--- config.mk ---
export PLATFORM = sky130hd
export DESIGN_NAME = apb_master
export DESIGN_NICKNAME = d
export VERILOG_FILES = /design/src/rtl/apb_pkg.sv /design/src/rtl/apb_wait_timer.sv /design/src/rtl/apb_master.sv
export SDC_FILE = /design/constraint.sdc
export NUM_CORES = 1
export LEC_CHECK = 0
export ABC_AREA = 1
export BUFFER_PORTS_ARGS = -buffer_cell sky130_fd_sc_hd__buf_2
export CORE_MARGIN = 2
export CORE_UTILIZATION = 35
export DETAILED_ROUTE_END_ITERATION = 8
export GPL_ROUTABILITY_DRIVEN = 0
export PLACE_DENSITY_LB_ADDON = 0.2
export SYNTH_ARGS = -nofsm -noshare
export SYNTH_HDL_FRONTEND = slang
export SYNTH_HIERARCHICAL = 1
export SYNTH_SLANG_ARGS = --single-unit
--- constraint.sdc ---
create_clock -name PCLK -period 3.4 [get_ports PCLK]
set_clock_uncertainty 0.05 [all_clocks]
set_input_delay 0.17 -clock PCLK [delete_from_list [all_inputs] [get_ports PCLK]]
set_output_delay 0.17 -clock PCLK [all_outputs]
set_load 0.1 [all_outputs]
--- src/rtl/apb_pkg.sv ---
// Shared APB constants: default widths, wait-state timeout and FSM state encodings.
// Used by the requester, the GPIO slave and the benches.
package apb_pkg;

  localparam int unsigned ADDR_W_DEF  = 8;
  localparam int unsigned DATA_W_DEF  = 8;
  localparam int unsigned TIMEOUT_DEF = 16;

  typedef logic [1:0] apb_state_t;

  localparam apb_state_t IDLE   = 2'd0;
  localparam apb_state_t SETUP  = 2'd1;
  localparam apb_state_t ACCESS = 2'd2;

  // Width of a counter that must hold 0..limit; at least one bit so a disabled timer still elaborates.
  function automatic int cnt_width(int unsigned limit);
    return (limit == 0) ? 1 : $clog2(limit + 1);
  endfunction

endpackage

--- src/rtl/apb_wait_timer.sv ---
// Wait-state counter for the APB requester: cleared when a transfer enters SETUP,
// counts ACCESS cycles with PREADY low, saturates at TIMEOUT and flags the last
// allowed wait cycle so the FSM can abort on that edge.
module apb_wait_timer
  import apb_pkg::*;
#(
  parameter int unsigned TIMEOUT = TIMEOUT_DEF
) (
  input  logic PCLK,
  input  logic PRESETn,
  input  logic clr,
  input  logic inc,
  output logic expire
);

  localparam int CW = cnt_width(TIMEOUT);
  localparam logic [CW-1:0] LIMIT = CW'(TIMEOUT);

  logic [CW-1:0] cnt;

  // Clear has priority; increments stop at LIMIT so the counter never wraps.
  always_ff @(posedge PCLK or negedge PRESETn) begin
    if (!PRESETn) begin
      cnt <= '0;
    end else if (clr) begin
      cnt <= '0;
    end else if (inc && (cnt != LIMIT)) begin
      cnt <= cnt + CW'(1);
    end
  end

  // This wait cycle is the TIMEOUT-th one; TIMEOUT of zero never expires.
  assign expire = (TIMEOUT != 0) && inc && (cnt == LIMIT - CW'(1));

endmodule

--- src/rtl/apb_master.sv ---
// Single-outstanding APB requester: accepts one valid/ready command, runs it as an
// APB SETUP/ACCESS transfer and returns exactly one response pulse, or an error
// response if the peripheral holds PREADY low for TIMEOUT ACCESS cycles.
module apb_master
  import apb_pkg::*;
#(
  parameter int unsigned ADDR_W  = ADDR_W_DEF,
  parameter int unsigned DATA_W  = DATA_W_DEF,
  parameter int unsigned TIMEOUT = TIMEOUT_DEF
) (
  input  logic              PCLK,
  input  logic              PRESETn,
  input  logic              cmd_valid,
  output logic              cmd_ready,
  input  logic              cmd_write,
  input  logic [ADDR_W-1:0] cmd_addr,
  input  logic [DATA_W-1:0] cmd_wdata,
  output logic              rsp_valid,
  output logic [DATA_W-1:0] rsp_rdata,
  output logic              rsp_err,
  output logic              PSEL,
  output logic              PENABLE,
  output logic              PWRITE,
  output logic [ADDR_W-1:0] PADDR,
  output logic [DATA_W-1:0] PWDATA,
  input  logic [DATA_W-1:0] PRDATA,
  input  logic              PREADY
);

  apb_state_t        state;
  apb_state_t        state_next;
  logic              rsp_valid_next;
  logic              rsp_err_next;
  logic [DATA_W-1:0] rsp_rdata_next;
  logic              accept;
  logic              expire;

  assign accept    = (state == IDLE) && cmd_valid;
  // Decoded straight from state so a reset drops the bus controls without waiting for a clock.
  assign cmd_ready = (state == IDLE);
  assign PSEL      = (state != IDLE);
  assign PENABLE   = (state == ACCESS);

  apb_wait_timer #(
    .TIMEOUT (TIMEOUT)
  ) u_wait_timer (
    .PCLK    (PCLK),
    .PRESETn (PRESETn),
    .clr     (accept),
    .inc     ((state == ACCESS) && !PREADY),
    .expire  (expire)
  );

  // Next state and response; PREADY is checked before the timeout so a late completion still counts.
  always_comb begin
    state_next     = state;
    rsp_valid_next = 1'b0;
    rsp_err_next   = 1'b0;
    rsp_rdata_next = '0;
    case (state)
      IDLE: begin
        if (cmd_valid) state_next = SETUP;
      end
      SETUP: begin
        state_next = ACCESS;
      end
      ACCESS: begin
        if (PREADY) begin
          state_next     = IDLE;
          rsp_valid_next = 1'b1;
          rsp_rdata_next = PWRITE ? '0 : PRDATA;
        end else if (expire) begin
          state_next     = IDLE;
          rsp_valid_next = 1'b1;
          rsp_err_next   = 1'b1;
        end
      end
      default: begin
        state_next = IDLE;
      end
    endcase
  end

  // State and registered response pulse.
  always_ff @(posedge PCLK or negedge PRESETn) begin
    if (!PRESETn) begin
      state     <= IDLE;
      rsp_valid <= 1'b0;
      rsp_err   <= 1'b0;
      rsp_rdata <= '0;
    end else begin
      state     <= state_next;
      rsp_valid <= rsp_valid_next;
      rsp_err   <= rsp_err_next;
      rsp_rdata <= rsp_rdata_next;
    end
  end

  // Command payload is captured only on accept, so it stays stable through the transfer
  // and holds its last value while idle.
  always_ff @(posedge PCLK or negedge PRESETn) begin
    if (!PRESETn) begin
      PWRITE <= 1'b0;
      PADDR  <= '0;
      PWDATA <= '0;
    end else if (accept) begin
      PWRITE <= cmd_write;
      PADDR  <= cmd_addr;
      PWDATA <= cmd_wdata;
    end
  end

endmodule

# Word level (Yosys, flattened, before mapping)
# Cells that the tools add are included.
# classes
n_addsub	1
n_eq_ne	6
muxes	14
n_reduce_logical	9
# ops
cell	n
2-to-1 mux 8 bit	3
2-to-1 mux 5 bit	2
2-to-1 mux 2 bit	3
case mux 2 bit (3 select lines)	1
adder 5 x 1 -> 5 bit (second input constant)	1
equality test 5 x 4 -> 1 bit (second input constant)	1
2-to-1 mux 1 bit	5
!= test 5 bit (second input constant)	1
logical AND 1 bit	4
nonzero test 2 bit	2
!= test 3 x 1 -> 1 bit (second input constant)	1
equality test 2 x 1 -> 1 bit (second input constant)	1
equality test 2 bit (second input constant)	1
logical NOT 2 bit	1
!= test 2 bit (second input constant)	1
AND reduction 2 bit	1
logical NOT 1 bit	1
# totals
ff_bits	34
input_bits	29
elab_cells	38

# Depth between registers and ports, before layout
# Gate-level depths: netlist of the first run.
# depth
depth_word	6
depth_mapped	9
depth_no_buf	9

# By module
# Netlist of the first run, hierarchy kept.
# by_module_without_submodules
mod	n_inst	cells_each	area_per_inst_um2
apb_master	1	120	1169.9
apb_wait_timer	1	39	347.8

# Worst setup path before layout of the first run
# OpenSTA, ideal clock, no wires.
# synth_timing
kind	flip-flop to output port
from	register state[1]
to	output port PSEL
arrival_ns	1.331
setup_slack_ns	1.849
stages_incl_launch_ff	5
path_buffers	2
cell_sequence	dfrtp_1 nor2_4 buf_6 buf_12 inv_1
# synth_via
elab_chain_cells	1
# synth_lines
item	line_no	rtl
start, declared	apb_master.sv:30	apb_state_t state;
start signal, assigned	apb_master.sv:92	state <= state_next;
nonzero test 2 bit	apb_master.sv:41	assign PSEL = (state != IDLE);
end, declared	apb_master.sv:21	output logic PSEL,
# Every way passes these cells.

# Final worst setup path of the first run
# layout_timing
from	register state[0]
to	output port cmd_ready
# layout_via
elab_chain_cells	1
# layout_lines
item	line_no	rtl
logical NOT 2 bit	apb_master.sv:40	assign cmd_ready = (state == IDLE);
end, declared	apb_master.sv:14	output logic cmd_ready,
# Every way passes these cells.

==> results_dict.tcl, run 1 <==
set metrics [dict create \
    endpoint_kind "output pin" \
    grt_max_degree 35 \
    wl_mm 2.955 \
    dieArea_mm2 0.004879 \
    synth_seq_area_share_pct 56.06 \
    vias_per_cell 4.528 \
    grt.total_usage_pct 13.33 \
    crit_type "flip-flop to output pin" \
    worstPathRequired_ns 3.18 \
    synth_mux_area_share_pct 0 \
    synth_top_cell_area_share_pct 56.06 \
    ant_nets 0 \
    status "complete, no violations" \
    min_period_ns 1.815 \
    tritoncts "built" \
    clockBufferDepth 2 \
    first_iter_violations 81 \
    grt_pass1_vias 1101 \
    crit_chain "nor2_4 -> buf_2" \
    antenna_found_initial 0 \
    core_mm2 0.004086 \
    start_kind "flip-flop" \
    tns_ns 0 \
    ys_ff_latch 34 \
    nFillCells 429 \
    grt_setup_unrepaired "no" \
    finalCritPeriodShare_pct 53.38 \
    clkSinkCount 34 \
    drv_cap 0 \
    min_path_type "input pin to flip-flop" \
    hold_viol 0 \
    n_antenna_cell 0 \
    syn-cell-area_mm2 0.001518 \
    yosys_warnings 6 \
    initial_core_util_pct 37.14 \
    synth_compound_area_share_pct 2.885 \
    cp.arrival_ns 1.59 \
    synthCells 159 \
    nets 250 \
    crit_path_max_incr_delay_ns 0.51 \
    avgSynthCellArea_um2 9.545 \
    r2r_cells 6 \
    timing.hold.ws_ns 0.06837 \
    synth_nets 191 \
    port_buffers 58 \
    rows 23 \
    setup_viol 0 \
    drive_gt1_share_pct 36.07 \
    final_common_cell "buf_2" \
    cts_buffers 5 \
    cts_max_level 2 \
    fp.dieH_um 69.85 \
    critical_path.max_fanout 20 \
    clk_pin_slew_ns 0.06 \
    fmax_mhz 551.0 \
    synth-simple-area-share_pct 29.10 \
    yosys-top-cells-area "dfrtp_1 (56%), nand3_1 (10%), nand2_1 (10%)" \
    r2r-start "state[0]$_DFFE_PN0P_" \
    whs_path_depth 3 \
    areaGrowthSynthToFinish_pct 25.97 \
    ios 59 \
    most-common-layout-cells "buf_2 (58), nand2_1 (41), dfrtp_1 (34)" \
    synth_xor_area_share_pct 0.5771 \
    slew_violations 0 \
    place_hpwl_mm 2.089 \
    vias 1218 \
    yosys.area.top_type "dfrtp_1" \
    clk_latency_ns 0.28 \
    wl_per_cell_um 10.99 \
    cts-root-buf "clkbuf_8" \
    synth_adder_area_share_pct 2.473 \
    cpMaxStageDelayCell "buf_2" \
    r2r-end "u_wait_timer/cnt[4]$_DFFE_PN0P_" \
    grt_pass1_wl_mm 5.030 \
    synth_top_family_by_area "simple AND/OR/NAND/NOR gates" \
    grt_overflow_total 0 \
    synth_cell_types 21 \
    dr.pass1.iters 4 \
    startpoint "state[0]$_DFFE_PN0P_" \
    route.detailed.drc 0 \
    die_x_um 69.85 \
    r2r_slack_ns 1.79 \
    maxSlewHeadroom_pct 50.07 \
    tightest_slew_ns 0.7490 \
    crit_path_end "cmd_ready" \
]
==> layer usage <==
| metal | part of all wire [%] | routed length (um) | global-route usage, % | up-vias |
|---|---|---|---|---|
| li1 | - | - | - | 617 |
| met1 | 48 | 1424 | 17.61 | 545 |
| met2 | 41 | 1214 | 17.99 | 54 |
| met3 | 10 | 295 | 7.504 | 2 |
| met4 | 0.71 | 21 | 5.128 | 0 |
| met5 | 0 | 0 | 0 | - |
==> state kept, by name, summed over array words and instances, names as in the netlist <==
name and flops:
PWRITE 1, rsp_valid 1, PADDR 8, rsp_rdata 8, rsp_err 1, PWDATA 8
u_wait_timer/cnt 5, state 2
==> worst max-delay path, delay by kind of cell (launching register included) <==
kind / cells / cell delay [ns]
buf+inv: 1 / 0.51
simple gates: 1 / 0.40
flops: 1 / 0.40
==> what timing repair did <==
| item | 4_1_cts | 5_1_grt |
|---|---|---|
| resized for setup | 0 | 0 |
| hold endpoints to repair | 34 | 0 |
| buffers inserted | 0 | 0 |
| hold buffers | 1 | 0 |
==> cell usage after synthesis <==
cell type and count:
nand2_2 1, nor2_2 2, buf_6 2, nor2_1 12, clkbuf_1 1, buf_12 1, nand2_1 41, ha_1 3
nor3_1 1, inv_1 15, or2_2 1, buf_2 1, nand3_4 1, nor2_4 1, clkbuf_8 2, nand3_1 31
o21ai_2 5, dfrtp_1 34, xnor2_1 1, nand4_1 1, nand2_4 2
==> metrics by stage <==
step / setup slack (ns) / utilization [%] / cells / instance area, um^2
after detailed placement: 1.779 / 43.85 / 260 / 1792
after global placement: 1.817 / 43.85 / 260 / 1792
after CTS: 1.561 / 46.79 / 269 / 1912
final: 1.585 / 46.79 / 269 / 1912
after global routing: 1.468 / 46.79 / 269 / 1912
after floorplan: 1.849 / - / 159 / 1518
==> logic make-up (layout without fill, tap and decap cells) <==
logic type,Yosys count,in the layout
simple gates,94,94
flops,34,34
buf+inv,22,82
compound gates,5,5
fa+ha+maj,3,3
xor+xnor,1,1
==> area by class of cell <==
| class | instances | area, um^2 | share of cell area [%] |
|---|---|---|---|
| multi-input cells | 103 | 531.8 | 27.81 |
| repair buffers | 59 | 300.3 | 15.71 |
| clock buffers | 8 | 110.1 | 5.759 |
| well taps | 50 | 62.56 | 3.272 |
| inverters | 15 | 56.30 | 2.945 |
| flip-flops and latches | 34 | 850.8 | 44.50 |
==> how the worst min path moves through the flow <==
stage	endpoint	start	slack, ns
floorplan	PADDR[0]$_DFFE_PN0P_	PRESETn	-0.18
global placement	rsp_rdata[4]$_DFF_PN0_	PRESETn	0.24
detailed placement	rsp_rdata[4]$_DFF_PN0_	PRESETn	0.24
CTS	PWDATA[1]$_DFFE_PN0P_	cmd_wdata[1]	0.06
global route	PADDR[1]$_DFFE_PN0P_	cmd_addr[1]	0.06
finish	PWDATA[1]$_DFFE_PN0P_	cmd_wdata[1]	0.07
Power of run 1 is not shown: default switching activity piles up to over one toggle a cycle in this logic, so the estimate is an artifact.
==> run 2: changes to the inputs <==
- ABC_AREA: 1 -> 0
- clock period: 3.4 -> 1.5 ns (I/O delays scaled with it)
==> results_dict.tcl, run 2 <==
set metrics [dict create \
    min_path_type "input pin to flip-flop" \
    cts_max_level 2 \
    grt_overflow_total 0 \
    wl_per_cell_um 13.15 \
    synth_seq_area_share_pct 60.02 \
    crit_path_max_incr_delay_ns 0.42 \
    worstPathRequired_ns 1.62 \
    ios 59 \
    rows 23 \
    port_buffers 58 \
    wl_mm 3.288 \
    critical_path.max_fanout 4 \
    dieArea_mm2 0.004575 \
    n_antenna_cell 0 \
    min_period_ns 1.540 \
    clk_latency_ns 0.28 \
    ys_ff_latch 34 \
    grt.total_usage_pct 14.82 \
    place_hpwl_mm 2.002 \
    start_kind "flip-flop" \
    yosys_warnings 6 \
    grt_pass1_wl_mm 4.836 \
    cts-root-buf "clkbuf_8" \
    antenna_found_initial 0 \
    die_x_um 67.64 \
    final_common_cell "buf_2" \
    clockBufferDepth 2 \
    grt_setup_unrepaired "yes" \
    first_iter_violations 54 \
    synth_nets 131 \
    vias_per_cell 4.368 \
    most-common-layout-cells "buf_2 (55), dfrtp_1 (33), dlygate4sd3_1 (27)" \
    route.detailed.drc 0 \
    synth_edf_count 0 \
    dr.pass1.iters 4 \
    status "finished with violations" \
    ant_nets 0 \
    cp.arrival_ns 1.66 \
    setup_viol 2 \
    initial_core_util_pct 35.96 \
    async_reset_ff_share_pct 100.0 \
    grt_pass1_vias 1123 \
    clkSinkCount 34 \
    design_area_mm2 0.002307 \
    drive_gt1_share_pct 53.00 \
    violations "setup timing" \
    setup_ws_ns -0.04003 \
    synth_top_cell_area_share_pct 60.02 \
    maxSlewHeadroom_pct 50.04 \
    syn-cell-area_mm2 0.001418 \
    ys.flop_type "dfrtp_1" \
    yosysMostFrequentCell "dfrtp_1" \
    tightest_slew_ns 0.7493 \
    synthCells 99 \
    top_regs "PADDR: 8 flops, PWDATA: 8 flops, rsp_rdata: 8 flops" \
    endpoint_kind "flip-flop" \
    layout.cells.non_filler 250 \
    crit_chain "inv_2 -> ha_1 -> inv_1 -> o41a_1 -> mux2_4" \
    cp_top_family "flip-flops" \
    clk_pin_slew_ns 0.06 \
    slew_violations 0 \
    avgSynthCellArea_um2 14.32 \
    cts_buffers 5 \
    placed_area_mm2 0.001858 \
    synthTopCellsByCount "dfrtp_1 (34), mux2_4 (10), and2_1 (9)" \
    fmax_mhz 649.3 \
    fp.dieH_um 67.64 \
    critPathBufInv 2 \
    finalCritPeriodShare_pct 102.7 \
    cpMaxStageDelayCell "dfrtp_1" \
    core_mm2 0.003943 \
    areaGrowthSynthToFinish_pct 62.75 \
    yosys-top-cells-area "dfrtp_1 (60%), mux2_4 (11%), mux2_2 (6.4%)" \
    vias 1092 \
    grt_max_degree 35 \
    nets 231 \
    yosys.area.top_type "dfrtp_1" \
    drv_cap 0 \
    tritoncts "built" \
    crit_type "flip-flop to flip-flop" \
    hold_viol 0 \
    synth_cell_types 25 \
    timing.hold.ws_ns 0.008837 \
    final_util_pct 58.52 \
    placed_cells 212 \
]
run 2: final timing paths:
| check | endpoint | start | depth (start not counted) | slack (ns) |
|---|---|---|---|---|
| worst max-delay path | u_wait_timer/cnt[0]$_DFFE_PN0P_ | u_wait_timer/cnt[0]$_DFFE_PN0P_ | 5 | -0.04 |
| worst min-delay path | state[0]$_DFFE_PN0P_ | cmd_valid | 2 | 0.009 |
| worst max register to register | u_wait_timer/cnt[0]$_DFFE_PN0P_ | u_wait_timer/cnt[0]$_DFFE_PN0P_ | 5 | -0.04 |
| worst min register to register | PWDATA[6]$_DFFE_PN0P_ | PWDATA[6]$_DFFE_PN0P_ | 1 | 0.46 |
| max in group asynchronous | PWRITE$_DFFE_PN0P_ | PRESETn | 2 | 0.53 |
| min in group asynchronous | u_wait_timer/cnt[2]$_DFFE_PN0P_ | PRESETn | 2 | 0.34 |
run 2: cell type report:
cell class | count | area [um^2]
multi-input combinational | 55 | 564.3
sequential | 34 | 852.1
clock inverter | 2 | 10.01
fill | 334 | 1635
timing repair buffer | 95 | 709.4
inverter | 8 | 36.28
clock buffer | 6 | 72.57
tap | 50 | 62.56
run 2: timing repair:
item / CTS / global route
hold buffers: 27 / 0
pin swaps: 0 / 2
hold endpoints to repair: 60 / 0
endpoints found under the setup margin: 5 / 13
resized for setup: 5 / 13
cloned: 0 / 1
setup buffers: 1 / 1
run 2: metrics by stage:
stage	setup TNS, ns	setup slack [ns]
floorplan	-0.02246	-0.02246
global placement	0	0.01831
detailed placement	-0.03426	-0.03426
CTS	-0.02904	-0.02904
global route	-0.7781	-0.09488
finish	-0.04010	-0.04003
run 2: cells by family after synthesis:
family,synth area share (%)
xor+xnor,0.6179
fa+ha+maj,2.648
compound gates,3.089
buf+inv,4.325
simple gates,11.65
flops,60.02
mux,17.65
run 2: routing by layer:
metal / global-route usage [%] / wire (um)
met1: 14.27 / 1226
met2: 27.57 / 1815
met3: 4.000 / 161
met4: 9.184 / 85
met5: 0 / 0
Power of run 2 is left out for the same reason.
==> run 3: changes to the inputs <==
==> constraint.sdc (replaced) <==
create_clock -name PCLK -period 1.5 [get_ports PCLK]
set_clock_uncertainty 0.05 [all_clocks]
set_input_delay 0.375 -clock PCLK [delete_from_list [all_inputs] [get_ports PCLK]]
set_output_delay 0.375 -clock PCLK [all_outputs]
set_load 0.1 [all_outputs]
==> results_dict.tcl, run 3 (synthesis gave the netlist of run 2 again) <==
set metrics [dict create \
    ant_nets 0 \
    timing.hold.ws_ns 0.2505 \
    grt_setup_unrepaired "yes" \
    grt_pass1_wl_mm 5.340 \
    ios 59 \
    seq_area_um2 852.1 \
    wl_mm 3.253 \
    grt_overflow_total 0 \
    worstHoldStart "PRDATA[1]" \
    hold_viol 0 \
    fp.dieH_um 67.64 \
    hold_end "rsp_rdata[1]$_DFF_PN0_" \
    worstPathRequired_ns 1.07 \
    whs_path_depth 2 \
    wl_per_cell_um 13.78 \
    multi_input_area_um2 603.1 \
    cts_max_level 2 \
    rows 23 \
    setup_viol 24 \
    tightest_slew_ns 0.4925 \
    min_period_ns 1.757 \
    violations "setup timing" \
    core_mm2 0.003943 \
    initial_core_util_pct 35.96 \
    most-common-layout-cells "buf_2 (38), dfrtp_1 (33), mux2_4 (18)" \
    areaGrowthSynthToFinish_pct 69.02 \
    slew_violations 0 \
    critical_path.max_fanout 4 \
    die_x_um 67.64 \
    first_iter_violations 13 \
    start_kind "flip-flop" \
    route.detailed.drc 0 \
    grt_pass1_vias 1174 \
    status "finished with violations" \
    nFillCells 314 \
    crit_type "flip-flop to output pin" \
    final_common_cell "buf_2" \
    fmax_mhz 569.2 \
    clockBufferDepth 2 \
    maxSlewHeadroom_pct 67.39 \
    grt_max_degree 16 \
    cp.arrival_ns 1.33 \
    cts_buffers 5 \
    tritoncts "built" \
    top_regs "PADDR: 8 flops, PWDATA: 8 flops, rsp_rdata: 8 flops" \
    clkSinkCount 34 \
    setup_ws_ns -0.2567 \
    grt.total_usage_pct 15.90 \
    clk_latency_ns 0.28 \
    r2r_slack_ns -0.25 \
    n_antenna_cell 0 \
    vias_per_cell 4.589 \
    endpoint_kind "output pin" \
    cts-root-buf "clkbuf_8" \
    drv_cap 0 \
    clk_pin_slew_ns 0.07 \
    dieArea_mm2 0.004575 \
    min_path_type "input pin to flip-flop" \
    r2r_cells 7 \
    port_buffers 58 \
    r2r-end "PWDATA[3]$_DFFE_PN0P_" \
    drive_gt1_share_pct 68.28 \
    r2r-start "state[0]$_DFFE_PN0P_" \
    dr.pass1.iters 4 \
    place_hpwl_mm 2.273 \
    vias 1083 \
    finalCritPeriodShare_pct 117.1 \
    antenna_found_initial 0 \
    nets 217 \
]
==> run 3: area by class of cell <==
class,instances,area share [%]
multi-input combinational,55,25.17
clock buffer,7,3.603
sequential,34,35.56
clock inverter,1,0.2089
inverter,8,1.775
tap,50,2.611
timing repair buffer,81,31.07
==> run 3: metal layers <==
metal / track usage (%) / up-vias / part of all wire [%]
met3: 4.667 / 6 / 6.1
met4: 5.357 / 0 / 1.6
met2: 29.17 / 34 / 54
met5: 0 / - / 0
met1: 17.29 / 536 / 38
li1: - / 507 / -
==> run 3: stage by stage <==
step	utilization, %	setup slack (ns)	setup TNS (ns)	cells	instance area (um^2)
floorplan	-	-0.1685	-0.3169	99	1436
global placement	51.92	-0.01483	-0.04312	215	2047
detailed placement	51.92	-0.07347	-0.2628	215	2047
CTS	58.90	-0.2595	-2.334	235	2322
global route	60.77	-0.2928	-5.481	236	2396
finish	60.77	-0.2567	-4.462	236	2396
==> run 3: critical path: stages, from the launching register on <==
cell and delay (ns):
dfrtp_1 0.42, buf_6 0.13, or2_4 0.25, clkinvlp_4 0.09, buf_12 0.16
==> run 3: repair_timing <==
action / CTS / global route
setup buffers: 10 / 2
setup endpoints to repair: 16 / 34
pin swaps: 3 / 4
hold endpoints to repair: 11 / 0
hold buffers: 1 / 0
gates resized for setup: 21 / 24
gates cloned: 1 / 0
==> run 3: worst max path at each step <==
| stage | startpoint | to | slack (ns) | cells past startpoint |
|---|---|---|---|---|
| floorplan | state[0]$_DFFE_PN0P_ | cmd_ready | -0.17 | 2 |
| global placement | u_wait_timer/cnt[0]$_DFFE_PN0P_ | u_wait_timer/cnt[4]$_DFFE_PN0P_ | -0.01 | 6 |
| detailed placement | u_wait_timer/cnt[0]$_DFFE_PN0P_ | u_wait_timer/cnt[2]$_DFFE_PN0P_ | -0.07 | 6 |
| CTS | state[0]$_DFFE_PN0P_ | cmd_ready | -0.26 | 4 |
| global route | state[0]$_DFFE_PN0P_ | cmd_ready | -0.29 | 4 |
| finish | state[0]$_DFFE_PN0P_ | cmd_ready | -0.26 | 4 |
Power of run 3 is left out for the same reason.
